<file path="config.mk">
export PLATFORM = sky130hd
export DESIGN_NAME = expstate_irq_bridge
export DESIGN_NICKNAME = d
export VERILOG_FILES = /design/src/rtl/expstate_irq_bridge.sv
export SDC_FILE = /design/constraint.sdc
export NUM_CORES = 1
export LEC_CHECK = 0
export BUFFER_PORTS_ARGS = -buffer_cell sky130_fd_sc_hd__buf_2
export CORE_ASPECT_RATIO = 0.6
export CORE_MARGIN = 4
export CORE_UTILIZATION = 64
export DETAILED_ROUTE_END_ITERATION = 6
export HOLD_SLACK_MARGIN = 0.03
export PLACE_DENSITY = 0.91
export SLEW_MARGIN = 10
export SYNTH_ARGS = -nofsm -noshare
export SYNTH_HDL_FRONTEND = slang
export SYNTH_SLANG_ARGS = --single-unit
</file>
<file path="constraint.sdc">
create_clock -name CLK -period 3.65 [get_ports CLK]
set_clock_uncertainty 0.05 [all_clocks]
set_input_delay 0.73 -clock CLK [delete_from_list [all_inputs] [get_ports CLK]]
set_output_delay 0.73 -clock CLK [all_outputs]
set_load 0.02 [all_outputs]
</file>
<file path="src/rtl/expstate_irq_bridge.sv">
// Turns a producer core's exported TIE state into masked, per-channel interrupt lines
// for a consumer core, with level/edge/both-edge triggering and a small register port.
module expstate_irq_bridge #(
    parameter int NUM_IRQ   = 32,
    parameter int EXP_WIDTH = 32,
    parameter int SRC_BASE  = 0
) (
    input  logic                 CLK,
    input  logic                 BReset_n,
    input  logic [EXP_WIDTH-1:0] TIE_EXPSTATE,
    input  logic                 req_valid,
    output logic                 req_ready,
    input  logic                 req_write,
    input  logic [2:0]           req_addr,
    input  logic [31:0]          req_wdata,
    output logic                 rsp_valid,
    input  logic                 rsp_ready,
    output logic [31:0]          rsp_rdata,
    output logic [NUM_IRQ-1:0]   BInterruptXX
);

    typedef enum logic [2:0] {
        REG_STATE = 3'd0,
        REG_PEND  = 3'd1,
        REG_MASK  = 3'd2,
        REG_EDGE  = 3'd3,
        REG_POL   = 3'd4,
        REG_BOTH  = 3'd5,
        REG_CTRL  = 3'd6,
        REG_IRQ   = 3'd7
    } reg_addr_e;

    if (SRC_BASE + NUM_IRQ > EXP_WIDTH) begin : g_bad_range
        $error("expstate_irq_bridge: SRC_BASE+NUM_IRQ exceeds EXP_WIDTH");
    end

    logic [NUM_IRQ-1:0] prev_q, mask_q, edge_q, pol_q, both_q, sticky_q, irq_q;
    logic [NUM_IRQ-1:0] mask_d, edge_d, pol_d, both_d, sticky_d;
    logic               primed_q, gen_q, gen_d, rsp_valid_q;
    logic [31:0]        rsp_rdata_q;

    logic [NUM_IRQ-1:0] in_w, wdata_w, event_w, pend_w, clr_w;
    logic [31:0]        rdata_w;
    logic               wr_acc, rd_acc;
    reg_addr_e          addr_w;

    assign in_w    = TIE_EXPSTATE[SRC_BASE +: NUM_IRQ];
    assign wdata_w = req_wdata[NUM_IRQ-1:0];
    assign addr_w  = reg_addr_e'(req_addr);

    assign req_ready = ~rsp_valid_q | rsp_ready;
    assign wr_acc    = req_valid & req_ready & req_write;
    assign rd_acc    = req_valid & req_ready & ~req_write;

    // Edge detection is suppressed until one real sample has landed in prev_q.
    assign event_w = edge_q & {NUM_IRQ{primed_q}} &
                     ((both_q & (in_w ^ prev_q)) |
                      (~both_q &  pol_q & in_w & ~prev_q) |
                      (~both_q & ~pol_q & ~in_w & prev_q));

    assign pend_w = (edge_q & sticky_q) | (~edge_q & ~(in_w ^ pol_q));

    // NOTE: every signal driven here gets a default first, so no path can infer a latch.
    always_comb begin
        mask_d  = mask_q;
        edge_d  = edge_q;
        pol_d   = pol_q;
        both_d  = both_q;
        gen_d   = gen_q;
        clr_w   = '0;
        rdata_w = 32'd0;
        if (wr_acc) begin
            case (addr_w)
                REG_PEND: clr_w  = wdata_w;
                REG_MASK: mask_d = wdata_w;
                REG_EDGE: edge_d = wdata_w;
                REG_POL:  pol_d  = wdata_w;
                REG_BOTH: both_d = wdata_w;
                REG_CTRL: begin
                    gen_d = req_wdata[0];
                    if (req_wdata[1]) clr_w = '1;
                end
                default: ;
            endcase
        end
        case (addr_w)
            REG_STATE: rdata_w = 32'(in_w);
            REG_PEND:  rdata_w = 32'(pend_w);
            REG_MASK:  rdata_w = 32'(mask_q);
            REG_EDGE:  rdata_w = 32'(edge_q);
            REG_POL:   rdata_w = 32'(pol_q);
            REG_BOTH:  rdata_w = 32'(both_q);
            REG_CTRL:  rdata_w = {31'd0, gen_q};
            REG_IRQ:   rdata_w = 32'(irq_q);
            default:   rdata_w = 32'd0;
        endcase
    end

    // A new event beats a same-cycle clear; channels leaving edge mode drop their sticky bit.
    assign sticky_d = edge_d & ((sticky_q & ~clr_w) | event_w);

    // NOTE: state is updated with non-blocking assignments so every flop samples pre-edge values.
    always_ff @(posedge CLK or negedge BReset_n) begin
        if (!BReset_n) begin
            prev_q      <= '0;
            mask_q      <= '0;
            edge_q      <= '0;
            pol_q       <= '0;
            both_q      <= '0;
            sticky_q    <= '0;
            irq_q       <= '0;
            primed_q    <= 1'b0;
            gen_q       <= 1'b0;
            rsp_valid_q <= 1'b0;
            rsp_rdata_q <= 32'd0;
        end else begin
            prev_q   <= in_w;
            primed_q <= 1'b1;
            mask_q   <= mask_d;
            edge_q   <= edge_d;
            pol_q    <= pol_d;
            both_q   <= both_d;
            gen_q    <= gen_d;
            sticky_q <= sticky_d;
            irq_q    <= gen_q ? (pend_w & mask_q) : '0;
            if (rd_acc) begin
                rsp_valid_q <= 1'b1;
                rsp_rdata_q <= rdata_w;
            end else if (rsp_ready) begin
                rsp_valid_q <= 1'b0;
            end
        end
    end

    assign rsp_valid    = rsp_valid_q;
    assign rsp_rdata    = rsp_rdata_q;
    assign BInterruptXX = irq_q;

endmodule

</file>
==> reports/metrics.cfg <==
[worst_setup_path]
worst_path_max_delay_cell=nand4_4
path_delay_family=simple AND/OR/NAND/NOR gates
cp.arrival_ps=2860
path_cells=buf_2, nand4_4, mux2_2, a21boi_0
max_stage_delay_ps=820
rr_worst_depth=4
endpoint=sticky_q[26]
required_ps=3970
crit_type=primary input to flip-flop
path_max_fanout=32
critPathLaunchType=primary input
crit_start=req_addr[0]
rr_startpoint=rsp_valid
rr_endpoint=sticky_q[26]
reg2reg_slack_ps=1420
cp.depth=4
worst-path-buf-inv=1
crit_path_end_kind=flip-flop

[timing]
clock.fmax_mhz=393.0
rsz0062_at_grt=false
holdWs_ps=118.7
maxSlewViolCount=0
post-route-min-period_ps=2544
hold_viol=0
fin_tns_setup_ps=0
relSlewSlack=0.3123
tightest_slew_ps=1031
post-route-period-util=0.6971
setup_viol=0

[global_route]
grt_pass1_vias=10490
gr-total-overflow=0
groute.usage.overall=0.3269
antenna_found_initial=4
grt_pass1_wl_um=57350
grt_max_degree=96

[flow_run]
maxCapViolCount=0

[finish]
num-nets-final=1263
layout_common_cells=257 x dfrtp_1, 135 x buf_2, 123 x mux2_2
drive_gt1_frac=0.2790
synthToLayoutAreaGrowth_pct=14.09
final_common_cell=dfrtp_1

[logic_synthesis]
syn-cell-area_um2=12620
synth_fp_nets=1148
synth_cell_types=45
synth-edff-count=0
ys_top_cells_by_area=dfrtp_1 51%, mux2_2 11%, mux2i_1 5.0%
synth_area_per_cell_um2=11.73
async_flop_share=1.000
dominantRegCellSynth=dfrtp_1
ys_warn_count=0
ys_ff_latch=259
seq_area_frac_synth=0.5135
yosys.area.top_type_share=0.5135
syn_inst=1076
synth_top_area_cell=dfrtp_1

[routing]
via_per_inst=6.860
vias=10130
drt-total-wl_um=35940
first_pass_iters=7
wl_per_cell_um=24.35
drc_errors=0
drt_iter0_markers=1112
ant_nets=0

[floorplan]
die_y_um=116.8
initial_core_util=0.6582
io_pins=138
rows=39
fp.dieArea_um2=22110
fp.dieW_um=189.3
core-area_um2=19180

[pwr]
powerDensity_nw_per_um2=582.2
p_leak_nw=6.444
peakVddDrop_mv=0.3689
p_total_mw=8.384

[placement]
hpwl_um=22370
finalWeightedCongestion=0.8639
port_buffers=137

[clocking]
cts_root_buffer=clkbuf_16
clk_latency_ps=520
cts_hold_buf=0
cts.reportedPaths.clkPinSlew_ps=60
post_cts_resized=0
cts_setup_buffers=0
htreeDepth=1
tritoncts=built
numCtsBuffers=24
clockBufferDepth=3
clock-sinks=259

[hold_path]
hold_path_class=primary input to async pin

[outcome]
status=finished, final reports clean

[state kept, by name (all words and copies together) (netlist names)]
signal / cells
primed_q: 1
prev_q: 32
edge_q: 32
rsp_valid: 1
BInterruptXX: 32
gen_q: 1
sticky_q: 32
both_q: 32
pol_q: 32
rsp_rdata: 32
mask_q: 32
[report_power, final]
part | internal (mW) | switching [mW] | total [mW]
logic | 0.862 | 0.886 | 1.75
clock network | 1.58 | 1.09 | 2.68
registers | 3.39 | 0.573 | 3.96
[through the flow]
| step | worst slack (ps) | cells | utilization | cell area, um2 |
|---|---|---|---|---|
| after floorplan | 1402 | 1076 | - | 12620 |
| after global placement | 736.9 | 1431 | 0.7068 | 13550 |
| after detailed placement | 659.8 | 1431 | 0.7068 | 13550 |
| after CTS | 1177 | 1474 | 0.7506 | 14400 |
| after global routing | 1069 | 1476 | 0.7509 | 14400 |
| final | 1106 | 1476 | 0.7509 | 14400 |
[layout make-up]
cell class              count  area [um2]
diodes                      2       5.005
well taps                 266       332.8
clock buffers              35       723.2
clock inverters             8       117.6
fillers                  1209        4777
multi-input cells         740        5799
repair buffers            162       923.4
flip-flops and latches    259        6484
inverters                   4       15.01
[worst min-delay path by stage]
stage / from / endpoint / slack, ps / cells past startpoint
global placement: rsp_rdata[27] / rsp_rdata[27] / 420 / 2
CTS: BReset_n / rsp_rdata[27] / 160 / 1
detailed placement: rsp_rdata[5] / rsp_rdata[5] / 430 / 2
finish: BReset_n / rsp_rdata[27] / 120 / 1
floorplan: BReset_n / BInterruptXX[0] / 380 / 0
global route: BReset_n / rsp_rdata[27] / 170 / 1
[cells in the mapped netlist, types with 6 or more instances]
cell type	number
dfrtp_1	259
mux2_2	123
nor2_1	70
mux2i_1	63
a21oi_1	38
o21ai_0	38
nand2_1	36
mux2_1	33
nand3_1	33
a221oi_1	32
clkbuf_1	32
nand4_1	32
o211ai_1	32
xnor2_1	32
xor2_1	32
a21boi_0	29
a2bb2oi_1	28
a211oi_1	27
o31ai_1	27
buf_2	16
buf_4	13
buf_1	9
nand2b_1	6
[logic make-up after synthesis]
group	Yosys count	synth area share
XOR/XNOR	64	0.04441
multiplexers	219	0.1891
AND/OR/NAND/NOR	194	0.07504
AO/OA/AOI/OAI	262	0.1475
flip-flops	259	0.5135
buffers and inverters	77	0.03013
other	1	0.0002971
[layer usage]
metal | up-vias | part of all wire | track usage
met2 | 728 | 0.45 | 0.5195
met5 | - | 0.00075 | 0
met1 | 4991 | 0.40 | 0.4519
met4 | 4 | 0.034 | 0.1209
met3 | 147 | 0.12 | 0.07410
li1 | 4255 | - | -
Note: power is estimated with default switching activity, not from simulation.
